`src/rtl/mux_arb_pkg.sv`:
```
// Shared constants, FSM state type and one-hot helper for the 32-way
// round-robin mux arbiter.
package mux_arb_pkg;

    localparam int N     = 32;
    localparam int SEL_W = 5;

    typedef enum logic [0:0] {
        IDLE  = 1'b0,
        GRANT = 1'b1
    } state_t;

    function automatic logic [N-1:0] onehot(input logic [SEL_W-1:0] idx);
        logic [N-1:0] v;
        v      = '0;
        v[idx] = 1'b1;
        return v;
    endfunction

endpackage

```
`src/rtl/mux32to1.sv`:
```
// 32:1 single-bit mux datapath shared by the arbiter's requesters.
module mux32to1 (
    input  logic [31:0] I,
    input  logic [4:0]  S,
    output logic        Y
);

    assign Y = I[S];

endmodule

```
`src/rtl/rr_pick.sv`:
```
// Round-robin winner search: first set req bit at index >= ptr, wrapping 31->0.
module rr_pick
    import mux_arb_pkg::*;
(
    input  logic [N-1:0]     req,
    input  logic [SEL_W-1:0] ptr,
    output logic             any,
    output logic [SEL_W-1:0] idx
);

    logic [N-1:0]     rot;
    logic [SEL_W-1:0] enc;

    // Rotate so ptr lands at bit 0; the lowest set bit is then the winner.
    assign rot = N'({req, req} >> ptr);

    always_comb begin
        enc = '0;
        for (int i = N - 1; i >= 0; i--) begin
            if (rot[i]) enc = SEL_W'(i);
        end
    end

    assign any = |req;
    assign idx = enc + ptr;

endmodule

```
`src/rtl/mux32_rr_arbiter.sv`:
```
// Round-robin arbiter sharing the 32:1 mux; bursts capped at MAX_HOLD
// transfers per grant, with one idle bubble between grants.
module mux32_rr_arbiter
    import mux_arb_pkg::*;
#(
    parameter int MAX_HOLD = 4
) (
    input  logic        clk,
    input  logic        rst_n,
    input  logic [31:0] req,
    input  logic [31:0] I,
    input  logic        ready,
    output logic [4:0]  S,
    output logic [31:0] gnt,
    output logic        Y,
    output logic        valid,
    output logic        busy
);

    state_t           state;
    logic [SEL_W-1:0] ptr;
    logic [3:0]       cnt;
    logic             any;
    logic [SEL_W-1:0] win;
    logic             xfer;
    logic             last;

    rr_pick u_pick (
        .req (req),
        .ptr (ptr),
        .any (any),
        .idx (win)
    );

    mux32to1 u_mux (
        .I (I),
        .S (S),
        .Y (Y)
    );

    assign busy  = (state == GRANT);
    assign valid = busy & req[S];
    assign xfer  = valid & ready;
    assign last  = (cnt == 4'(MAX_HOLD - 1));

    always_ff @(posedge clk or negedge rst_n) begin
        if (!rst_n) begin
            state <= IDLE;
            S     <= '0;
            gnt   <= '0;
            ptr   <= '0;
            cnt   <= '0;
        end else begin
            case (state)
                IDLE: begin
                    if (any) begin
                        S     <= win;
                        gnt   <= onehot(win);
                        cnt   <= '0;
                        state <= GRANT;
                    end
                end
                GRANT: begin
                    // Dropped request or exhausted burst both hand the mux on;
                    // S is left pointing at the last grantee.
                    if (!req[S] || (xfer && last)) begin
                        state <= IDLE;
                        gnt   <= '0;
                        cnt   <= '0;
                        ptr   <= S + SEL_W'(1);
                    end else if (xfer) begin
                        cnt <= cnt + 4'd1;
                    end
                end
                default: state <= IDLE;
            endcase
        end
    end

endmodule
```
`config.mk`:
```
export PLATFORM = sky130hd
export DESIGN_NAME = mux32_rr_arbiter
export DESIGN_NICKNAME = d
export VERILOG_FILES = /design/src/rtl/mux_arb_pkg.sv /design/src/rtl/mux32to1.sv /design/src/rtl/rr_pick.sv /design/src/rtl/mux32_rr_arbiter.sv
export SDC_FILE = /design/constraint.sdc
export NUM_CORES = 1
export LEC_CHECK = 0
export CAP_MARGIN = 30
export CORE_MARGIN = 4
export CORE_UTILIZATION = 56
export DETAILED_ROUTE_END_ITERATION = 8
export PLACE_DENSITY_LB_ADDON = 0.25
export SLEW_MARGIN = 5
export SYNTH_ARGS = -nofsm -noshare
export SYNTH_HDL_FRONTEND = slang
export SYNTH_SLANG_ARGS = --single-unit
```
`constraint.sdc`:
```
create_clock -name clk -period 5.5 [get_ports clk]
set_clock_uncertainty 0.05 [all_clocks]
set_input_delay 1.375 -clock clk [delete_from_list [all_inputs] [get_ports clk]]
set_output_delay 1.375 -clock clk [all_outputs]
set_load 0.01 [all_outputs]
```
== Word-level counts from Yosys, hierarchy flattened ==
Cells that the tools add are included.
W data, S select, Z words.

* Bits in latches: 0
* Memories kept: 0
* RAM bits: 0
* Memory bits (read-only): 0
* Output and inout bits: 40
* Register bits: 47
* Input bits: 67

* Bitwise operators: 3
* Add/subtract/negate cells: 3
* Mux-type cells: 48
* Shift operators: 1
* Multipliers: 0
* Reductions and logical operators: 9
* Equal/unequal tests: 4
* Divide/modulo/power cells: 0
* Order comparisons: 3

{| class="wikitable"
|+ Operators by type and width
! operator !! number
|-
| $mux W5 || 32
|-
| $mux W32 || 2
|-
| $pmux W32 S2 || 1
|-
| $shr A64 B5 Y32 || 1
|-
| $reduce_or A32 Y1 || 1
|-
| $lt A5 B6 Y1 const B || 2
|-
| $mux W4 || 3
|-
| $bmux W1 S5 || 2
|-
| $pmux W4 S2 || 1
|-
| $reduce_and A2 Y1 || 4
|-
| $add A5 B1 Y5 const B || 1
|-
| $add A5 B5 Y5 || 1
|-
| $demux W1 S5 || 1
|-
| $ge A5 B1 Y1 const B || 1
|-
| $mux W1 || 5
|-
| $add A4 B1 Y4 const B || 1
|-
| $eq A4 B2 Y1 const B || 1
|-
| $ne A3 B1 Y1 const B || 1
|-
| $and A1 B1 Y1 || 2
|-
| $logic_and A1 B1 Y1 || 2
|-
| $ne A2 B1 Y1 const B || 1
|-
| $ne A2 B2 Y1 const B || 1
|-
| $pmux W1 S2 || 1
|-
| $logic_not A1 Y1 || 1
|-
| other kinds (2) || 2
|}

== Depth between registers and ports, before layout ==
Gate-level depths: netlist (run 1).

* Depth in word-level cells: 40
* Depth in mapped cells: 24
* Mapped depth without buffers: 18

== Cells and area by module ==
From an unflattened synthesis (run 1), not the netlist that was laid out.

* Cells, all modules: 609
* Area total of the unflattened synthesis: 6623.9 um2

{| class="wikitable"
|+ Modules (own cells, without submodules)
! module !! times used !! area an instance (um2) !! cells each
|-
| rr_pick || 1 || 3918.8 || 365
|-
| mux32_rr_arbiter || 1 || 2379.8 || 203
|-
| mux32to1 || 1 || 325.3 || 41
|}

== Worst setup path before layout (run 1) ==
No wires, ideal clock.

* Kind: input -> register
* From: input port req[19]
* To: register gnt[29]
* Path slack: -0.204 ns
* Arrival time: 5.533 ns
* Library setup time: 0.122 ns
* Data required time: 5.328 ns
* Stages on the path: 19
* Cell sequence: clkbuf_1 > mux4_2 > mux2_4 > mux4_2 > nor2b_1 > nor4b_1 > o211ai_1 > a211o_1 > o21ai_0 > ha_1 > inv_1 > fa_1 > inv_1 > a21o_1 > a21oi_1 > xnor2_1 > xor2_2 > buf_6 > a32o_1

* Cells in the longest elaborated chain, start to end: 40

{| class="wikitable"
|+ RTL lines
! item !! RTL line !! source
|-
| start: declaration || mux32_rr_arbiter.sv:10 || <nowiki>input logic [31:0] req,</nowiki>
|-
| $shr A64 B5 Y32 || rr_pick.sv:15 || <nowiki>assign rot = N'({req, req} >> ptr);</nowiki>
|-
| $mux W5 (32 in a row) || rr_pick.sv:20 || <nowiki>if (rot[i]) enc = SEL_W'(i);</nowiki>
|-
| $add A5 B5 Y5 || rr_pick.sv:25 || <nowiki>assign idx = enc + ptr;</nowiki>
|-
| $lt A5 B6 Y1 (not written as such) / $ge A5 B1 Y1 (equally long branches) || mux_arb_pkg.sv:16 || <nowiki>v[idx] = 1'b1;</nowiki>
|-
| $logic_and A1 B1 Y1 (not written as such) || mux_arb_pkg.sv:16 ||
|-
| $mux W1 (not written as such) || mux_arb_pkg.sv:16 ||
|-
| $demux W1 S5 || mux_arb_pkg.sv:16 ||
|-
| $mux W32 || mux32_rr_arbiter.sv:56 || <nowiki>if (any) begin</nowiki>
|-
| $pmux W32 S2 || mux32_rr_arbiter.sv:54 || <nowiki>case (state)</nowiki>
|-
| end signal: assignment || mux32_rr_arbiter.sv:58 || <nowiki>gnt <= onehot(win);</nowiki>
|-
| end: declaration || mux32_rr_arbiter.sv:14 || <nowiki>output logic [31:0] gnt,</nowiki>
|}

Parallel ways exist; a longest one is shown, timed or not. The select of a mux whose other input is x is not followed.
A chain may end at the register's enable or synchronous reset.

== Worst setup path in the final report (run 1) ==
* From: input port req[2]
* To: register gnt[11]

The elaborated chain is that of the path after synthesis.

==> impl_metrics.yaml, run 1 <==
status:
  outcome: "complete, but fails checks"
  violations: "negative setup slack"
place:
  hpwl_mm: 17.7
  gp_congestion: 1.00
  place_inst: 927
  port_buffers: 106
floorplan:
  io-pin-count: 107
  die-area_mm2: 0.0138
  die_x_um: 118
  num_rows: 39
  coreArea_mm2: 0.0116
  chipHeight_um: 118
  start_util_pct: 58.1
synth:
  synth_area_mm2: 0.00672
  postSynthRegisterBits: 47
  synth_fa_ha_area_share_pct: 1.42
  synth.avg_cell_area_um2: 10.7
  synth_top_area_cell: "mux4_2"
  yosys.area_share.simple_pct: 12.1
  synth_commonest_cells: "88 x mux4_2, 57 x mux2i_1, 47 x dfrtp_1, 42 x clkbuf_1, 40 x nand2_1"
  synth-seq-area-share_pct: 17.5
  synth_ff_type: "dfrtp_1"
  syn_nets: 700
  synth_most_common_cell: "mux4_2"
  synth_top_family_by_area: "multiplexers"
  yosys_warnings: 0
  synthCells: 626
  synth-async-reset-ratio_pct: 100
  yosys.cell_types.count: 75
  netlist_top_cells_area: "mux4_2 30%, dfrtp_1 18%, mux2i_1 8.5%"
  yosysTopAreaCellShare_pct: 29.5
  synth_xor_area_share_pct: 1.53
  synth-edff-count: 0
  synth_compound_area_share_pct: 15.5
  synthMuxAreaShare_pct: 44.8
power_and_ir_drop:
  power_uw: 6980
  power.density_mw_per_mm2: 764
  leakage_uw: 0.00373
  vdd_drop_max_mv: 0.427
timing:
  rsz0062_at_grt: "yes"
  report.final.setup_viol: 1
  relSlewSlack_pct: 47.5
  post-route-period-util_pct: 100
  timing.final.ws_setup_ns: -0.00211
  hold_viol: 0
  tightest_slew_ns: 0.787
  report.final.slew_viol_count: 0
  max_freq_ghz: 0.182
  period_needed_ns: 5.50
clock_tree:
  clock_latency_ns: 0.29
  cts_made_buffers: 5
  htree_levels: 2
  clk_pin_slew_ns: 0.07
  clock_sinks: 47
  cts_tree: "built"
  cts_hold_buf: 0
  clockBufferDepth: 2
  cts_root_buf: "clkbuf_16"
critical_path:
  timing.rr.start: "ptr[0]"
  ff2ff_path_depth: 19
  r2r_slack_ns: 0.21
  r2r_end: "gnt[11]"
  path_max_fanout: 8
  worstPathRequired_ns: 5.63
  worstSetupPathType: "input port to flop"
  arrival_ns: 5.63
  startpoint_type: "input port"
  cp-end-kind: "flop"
global_route:
  grt_max_degree: 50
  grt_pass1_wl_mm: 39.8
  grt_use_total_pct: 35.9
  grt_pass1_vias: 7016
  antenna_found_initial: 0
  gr-total-overflow: 0
finish:
  fill_cells: 731
  multi_input_area_mm2: 0.00524
  final-seq-area_mm2: 0.00118
  diodes: 0
  instances_no_fill: 965
  area_growth_pct: 36.1
  final_nets: 895
  drive_gt1_share_pct: 45.9
min_path:
  min_delay_path_depth: 1
  hold_path_class: "flop to flop"
  worstHoldStart: "gnt[21]"
  min_to: "gnt[21]"
drt:
  dr.pass1.iters: 6
  routed_wl_mm: 25.4
  vias: 7063
  antenna_left: 0
  remaining_drc_errors: 0
  routedWlPerCell_um: 26.4
  routed_via_density: 7.32
  drt_iter0_drc: 1199
flow_run:
  maxCapViolCount: 0
routing by layer:
layer / part of all wire [%] / routed length (µm) / vias to the layer above / GRT usage [%]
met5: 0 / 0 / - / 0
met4: 5.0 / 1280 / 0 / 14.1
met3: 14 / 3440 / 125 / 8.89
met2: 46 / 11600 / 634 / 57.3
met1: 36 / 9080 / 3395 / 47.6
li1: - / - / 2909 / -
layout make-up:
| type | count | share of cell area (%) |
|---|---|---|
| multi-input combinational | 488 | 57.3 |
| inverter | 12 | 0.493 |
| clock inverter | 3 | 0.479 |
| clock buffer | 5 | 1.37 |
| tap | 143 | 1.96 |
| sequential | 47 | 12.9 |
| timing repair buffer | 267 | 25.5 |
how the worst max path moves through the flow:
stage / depth (start not counted) / startpoint / endpoint
2_1_floorplan: 19 / req[19] / gnt[29]
3_5_place_dp: 19 / req[17] / gnt[17]
6_report: 20 / req[2] / gnt[11]
4_1_cts: 20 / req[24] / gnt[14]
3_3_place_gp: 19 / req[17] / gnt[29]
5_1_grt: 21 / req[24] / gnt[11]
sequential cells by signal, summed over array words and instances, names as in the netlist:
register / flops
S: 5
busy: 1
cnt: 4
gnt: 32
ptr: 5
where the power goes:
part	total [µW]	switching (µW)	internal [µW]
combinational	5960	2990	2970
clock	350	135	215
sequential	672	213	459
worst max-delay path, cell delays in order:
cell and delay (ns):
buf_2 0.12, mux4_2 0.52, mux2_4 0.30, mux4_2 0.50, nor2b_4 0.16, nor4b_4 0.24
o211ai_1 0.16, a211o_1 0.31, o21ai_1 0.08, ha_2 0.22, inv_2 0.05, fa_2 0.35
inv_2 0.07, a21o_1 0.14, a21oi_2 0.08, xnor2_2 0.16, buf_4 0.16, xnor2_4 0.17
clkbuf_16 0.21, a32o_2 0.25
kinds of logic after synthesis:
kind of cell               count (synthesis)
xor gates and xnor gates                  10
buffers and inverters                     91
adders and majority gates                  7
muxes                                    184
DFF                                       47
AOI/OAI and AO/OA                        131
and+or+nand+nor                          156
repair_timing:
action | CTS | global route
pin swaps | 13 | 18
gates cloned | 2 | 0
endpoints found under the hold margin | 0 | 0
gates resized for setup | 109 | 82
endpoints found under the setup margin | 34 | 33
setup buffers | 14 | 14
placed cells by master, fill, tap and decap left out, drive strengths merged, types with 9 or more instances in the layout:
cell type | netlist | layout
clkdlybuf4s50 | 0 | 73
nor3 | 9 | 9
inv | 12 | 12
buf | 37 | 175
a32o | 33 | 33
o22ai | 12 | 12
o21ai | 17 | 17
nand3 | 15 | 15
nand2 | 41 | 41
nand2b | 9 | 9
nor2b | 9 | 9
nor4 | 9 | 9
mux2 | 38 | 38
nor2 | 32 | 32
mux2i | 58 | 58
dfrtp | 47 | 47
mux4 | 88 | 88
a21oi | 14 | 14
clkbuf | 42 | 24
metrics by stage:
step           hold slack [ns]  util (%)  instance area (µm²)  setup TNS (ns)  setup slack [ns]
6_report                 0.445      79.0                 9140        -0.00211          -0.00211
5_1_grt                  0.452      79.0                 9140           -2.23            -0.111
4_1_cts                  0.446      77.6                 8980               0           0.00444
3_5_place_dp             0.432      73.9                 8550          -27.10            -0.838
3_3_place_gp             0.424      73.9                 8550          -24.66            -0.750
2_1_floorplan            0.429         -                 6730               0            0.0240
No activity file was read; power rests on OpenSTA's default activity.
==> run 2, diff against run 1 <==
--- a/config.mk
+++ b/config.mk
@@ -5,11 +5,13 @@
 export SDC_FILE = /design/constraint.sdc
 export NUM_CORES = 1
 export LEC_CHECK = 0
+export ABC_AREA = 0
 export CAP_MARGIN = 30
 export CORE_MARGIN = 4
 export CORE_UTILIZATION = 56
 export DETAILED_ROUTE_END_ITERATION = 8
 export PLACE_DENSITY_LB_ADDON = 0.25
+export SKIP_CTS_REPAIR_TIMING = 1
 export SLEW_MARGIN = 5
 export SYNTH_ARGS = -nofsm -noshare
 export SYNTH_HDL_FRONTEND = slang
==> run 2 against run 1 <==
Clock-buffer cell count unchanged. Cell count down 1.1%. The run ends with design-rule violations, negative setup slack left. First-iteration DRC count decreased by 2.5%. Global-route usage down 2.4 points.
==> impl_metrics.yaml, run 2 (synthesis results as in run 1) <==
status:
  outcome: "complete, but fails checks"
  violations: "design-rule violations, negative setup slack"
timing:
  report.final.slew_viol_count: 0
  post-route-period-util_pct: 103
  timing.final.ws_setup_ns: -0.171
  holdWs_ns: 0.448
  max_freq_ghz: 0.176
  hold_viol: 0
  relSlewSlack_pct: 47.6
  rsz0062_at_grt: "yes"
  report.final.setup_viol: 32
  tightest_slew_ns: 0.786
  period_needed_ns: 5.67
global_route:
  grt_max_degree: 50
  grt_use_total_pct: 33.5
  gr-total-overflow: 0
  grt_pass1_vias: 6679
  grt_pass1_wl_mm: 37.4
  antenna_found_initial: 0
finish:
  final_cell_mix: "132 x buf_4, 88 x mux4_2, 73 x clkdlybuf4s50_1, 56 x mux2i_1, 44 x dfrtp_1"
  utilization_pct: 78.8
  final_nets: 884
  regMostFlops: "gnt"
  drive_gt1_share_pct: 41.7
  largest_reg_flops: 32
  mostFrequentLayoutCell: "buf_4"
  area_growth_pct: 35.7
  top_regs: "gnt (32), S (5), ptr (5)"
  instances_no_fill: 954
  diodes: 0
critical_path:
  worstSetupPathType: "input port to flop"
  startpoint_type: "input port"
  worstPathRequired_ns: 5.62
  path_max_fanout: 16
  timing.rr.start: "ptr[0]"
  worstSetupStartpoint: "req[2]"
  cp-end-kind: "flop"
  arrival_ns: 5.79
floorplan:
  die_x_um: 118
  chipHeight_um: 118
  io-pin-count: 107
  die-area_mm2: 0.0138
  num_rows: 39
  coreArea_mm2: 0.0116
  start_util_pct: 58.1
drt:
  routed_wl_mm: 25.1
  vias: 7048
  antenna_left: 0
  remaining_drc_errors: 2
  routedWlPerCell_um: 26.3
  drt_iter0_drc: 1169
  dr.pass1.iters: 8
  routed_via_density: 7.39
power_and_ir_drop:
  power.density_mw_per_mm2: 751
  comb_power_share_pct: 85.1
  p_sw_share_pct: 47.9
  leakage_uw: 0.00383
  power.internal_uw: 3570
  vdd_drop_max_mv: 0.465
  switchingPower_uw: 3280
  clkPwrFrac_pct: 5.1
  seq_power_share_pct: 9.8
place:
  port_buffers: 106
  hpwl_mm: 17.7
  place_inst: 927
  dp_slack_ns: -0.838
  gp_congestion: 1.00
flow_run:
  maxCapViolCount: 0
min_path:
  worstHoldStart: "gnt[21]"
  hold_path_class: "flop to flop"
clock_tree:
  clockBufferDepth: 2
  clock_sinks: 47
  clock_latency_ns: 0.29
  cts_root_buf: "clkbuf_16"
  htree_levels: 2
  clk_pin_slew_ns: 0.07
  cts_made_buffers: 5
  cts_tree: "built"
-- run 2: power groups by stage --
stage	clock (µW)	sequential (µW)	combinational [µW]
floorplan	0	564	3410
global placement	0	658	5070
detailed placement	0	668	5160
CTS	343	666	5220
global route	368	688	6100
finish	347	671	5830
-- run 2: final timing paths --
| check | to | slack (ns) | depth (start not counted) |
|---|---|---|---|
| setup reg to reg | gnt[28] | 0.16 | 17 |
| setup / recovery | gnt[28] | -0.17 | 20 |
| hold / removal | gnt[21] | 0.45 | 1 |
| max in group asynchronous | ptr[0] | 3.97 | 2 |
| min in group asynchronous | gnt[25] | 0.92 | 1 |
| hold reg to reg | gnt[21] | 0.45 | 1 |
-- run 2: cell type report --
| cell class | count | area, µm² |
|---|---|---|
| Clock buffer | 5 | 125 |
| Clock inverter | 3 | 43.8 |
| Fill cell | 739 | 2450 |
| Inverter | 12 | 45.0 |
| Multi-Input combinational cell | 488 | 5200 |
| Sequential cell | 47 | 1180 |
| Tap cell | 143 | 179 |
| Timing Repair Buffer | 256 | 2340 |
-- run 2: layer usage --
| metal | global-route usage [%] | up-vias | wire, µm |
|---|---|---|---|
| met5 | 0 | - | 0 |
| met1 | 45.3 | 3407 | 8910 |
| met3 | 8.36 | 127 | 3480 |
| li1 | - | 2895 | - |
| met2 | 53.7 | 619 | 11600 |
| met4 | 10.1 | 0 | 1130 |
-- run 2: through the flow --
stage | cell area [µm²] | power [µW] | TNS [ns]
finish | 9110 | 6850 | -3.24
global route | 9110 | 7160 | -7.26
CTS | 8720 | 6230 | -19.37
detailed placement | 8550 | 5830 | -27.10
global placement | 8550 | 5730 | -24.66
floorplan | 6730 | 3970 | 0
-- run 2: worst max-delay path, stage by stage --
cell and delay (ns):
dlymetal6s2s_1 0.17, mux4_2 0.53, mux2_4 0.30, mux4_2 0.51, nor2b_4 0.16, nor4b_4 0.23
o211ai_1 0.15, a211o_1 0.28, o21ai_1 0.13, ha_2 0.24, inv_2 0.04, fa_2 0.37
inv_2 0.06, a21o_1 0.13, a21oi_2 0.07, xnor2_2 0.31, buf_4 0.21, xor2_4 0.07
buf_12 0.18, a32o_1 0.26
==> run 3, diff against run 2 <==
--- a/config.mk
+++ b/config.mk
@@ -11,6 +11,7 @@
 export CORE_UTILIZATION = 56
 export DETAILED_ROUTE_END_ITERATION = 8
 export PLACE_DENSITY_LB_ADDON = 0.25
+export RECOVER_POWER = 100
 export SKIP_CTS_REPAIR_TIMING = 1
 export SLEW_MARGIN = 5
 export SYNTH_ARGS = -nofsm -noshare
==> run 3 against run 2 <==
The flow finishes with violations (max-capacitance violations, max-slew violations, negative setup slack). Clock-buffer cell count stayed put. Die area unchanged. Non-clock buffer count stayed put. Worst hold slack got worse by 0.010 ns. Wire length increased by 0.21%. Core utilization shrank 0.32 points. Maximum frequency about the same. Via count grew 0.13%. Critical path depth did not move. Cell area decreased by 0.41%. Critical endpoint unchanged. Largest cell class unchanged. Highest routed layer unchanged.
==> impl_metrics.yaml, run 3 (synthesis results as in run 1) <==
status:
  outcome: "complete, but fails checks"
  violations: "max-capacitance violations, max-slew violations, negative setup slack"
critical_path:
  slowest_stage: "mux4_2"
  path_cells: "dlymetal6s2s_1 -> mux4_2 -> mux2_4 -> mux4_2 -> nor2b_4 -> nor4b_4 -> o211ai_1 -> a211o_1 -> o21ai_1 -> ha_2 -> inv_2 -> fa_2 -> inv_2 -> a21o_1 -> a21oi_2 -> xnor2_2 -> buf_4 -> xor2_4 -> buf_12 -> a32o_1"
  arrival_ns: 5.80
  worstSetupPathType: "input port to flop"
  worstPathRequired_ns: 5.62
  startpoint_type: "input port"
  max_stage_delay_ns: 0.53
  path_max_fanout: 16
  cp-end-kind: "flop"
power_and_ir_drop:
  leakage_uw: 0.00392
  vdd_drop_max_mv: 0.455
  comb_power_share_pct: 85.0
  seq_power_share_pct: 9.8
  switchingPower_uw: 3270
  power_uw: 6770
  p_sw_share_pct: 48.3
  clkPwrFrac_pct: 5.1
  power.internal_uw: 3500
  power.density_mw_per_mm2: 745
clock_tree:
  cts_made_buffers: 5
  htree_levels: 2
  clock_sinks: 47
  clockBufferDepth: 2
  cts_tree: "built"
  cts_root_buf: "clkbuf_16"
  clk_pin_slew_ns: 0.07
  clock_latency_ns: 0.29
global_route:
  globalRouteMet3Util_pct: 8.36
  grt_pass1_wl_mm: 37.4
  top_usage_layer: "met2"
  grt_use_total_pct: 33.5
  grt_use_met1_pct: 45.3
  grtUsageMet2_pct: 53.7
  gr-total-overflow: 0
  antenna_found_initial: 0
  grt_max_degree: 50
  grt_pass1_vias: 6679
timing:
  report.final.slew_viol_count: 35
  post-route-period-util_pct: 103
  report.final.setup_viol: 32
  hold_viol: 0
  rsz0062_at_grt: "yes"
  tns_ns: -3.36
  relSlewSlack_pct: -21.7
  timing.final.ws_setup_ns: -0.171
  max_freq_ghz: 0.176
  tightest_slew_ns: 1.83
  period_needed_ns: 5.67
floorplan:
  die_x_um: 118
  io-pin-count: 107
  coreArea_mm2: 0.0116
  die-area_mm2: 0.0138
  chipHeight_um: 118
  num_rows: 39
  start_util_pct: 58.1
drt:
  dr.pass1.iters: 5
  vias: 7057
  antenna_left: 0
  routed_via_density: 7.39
  remaining_drc_errors: 0
  routedWlPerCell_um: 26.4
  drt_iter0_drc: 1090
  routed_wl_mm: 25.2
finish:
  design_area_mm2: 0.00908
  largest_reg_flops: 32
  drive_gt1_share_pct: 40.8
  mostFrequentLayoutCell: "buf_4"
  regMostFlops: "gnt"
  top_regs: "gnt (32), S (5), ptr (5)"
  area_growth_pct: 35.2
  final_cell_mix: "128 x buf_4, 88 x mux4_2, 56 x mux2i_1, 44 x dfrtp_1, 40 x nand2_1"
  final_nets: 884
flow_run:
  maxCapViolCount: 1
place:
  placed_area_mm2: 0.00855
  hpwl_mm: 17.7
  port_buffers: 106
  gp_congestion: 1.00
min_path:
  hold_path_class: "flop to flop"
run 3: final timing paths:
check / startpoint / end / slack, ns / cells past startpoint
setup reg to reg: ptr[0] / gnt[28] / 0.17 / 17
max in group asynchronous: rst_n / ptr[0] / 1.97 / 2
setup / recovery: req[2] / gnt[28] / -0.17 / 20
hold reg to reg: gnt[29] / gnt[29] / 0.44 / 1
min in group asynchronous: rst_n / gnt[25] / 1.05 / 1
hold / removal: gnt[29] / gnt[29] / 0.44 / 1
run 3: routing by layer:
layer / vias up / wire length (µm)
li1: 2894 / -
met1: 3425 / 9170
met2: 617 / 11600
met3: 121 / 3220
met4: 0 / 1140
met5: - / 0
run 3: per-stage QoR:
stage	worst slack (ns)	util, %	hold slack [ns]	std cells
6_report	-0.171	78.5	0.438	955
5_1_grt	-0.286	78.5	0.447	954
4_1_cts	-0.609	75.4	0.446	935
3_5_place_dp	-0.838	73.9	0.432	927
3_3_place_gp	-0.750	73.9	0.424	927
2_1_floorplan	0.0240	-	0.429	626
run 3: final cells by class:
cell class,instances,area (µm²)
Clock inverter,3,43.8
Inverter,12,45.0
Tap cell,143,179
Timing Repair Buffer,256,2300
Fill cell,748,2490
Antenna cell,1,2.50
Sequential cell,47,1180
Clock buffer,5,125
Multi-Input combinational cell,488,5190
run 3: critical path, delay by kind of cell:
| family | cells | cell delay, ns |
|---|---|---|
| XOR/XNOR | 2 | 0.38 |
| multiplexers | 3 | 1.34 |
| adder cells (fa/ha/maj) | 2 | 0.60 |
| AND/OR/NAND/NOR | 2 | 0.40 |
| buffers and inverters | 5 | 0.66 |
| AO/OA/AOI/OAI | 6 | 1.03 |
run 3: power by group through the flow:
stage / logic [µW] / clock network (µW) / registers [µW]
after floorplan: 3410 / 0 / 564
after global placement: 5070 / 0 / 658
after detailed placement: 5160 / 0 / 668
after CTS: 5220 / 343 / 666
after global routing: 6030 / 368 / 685
final: 5750 / 348 / 666
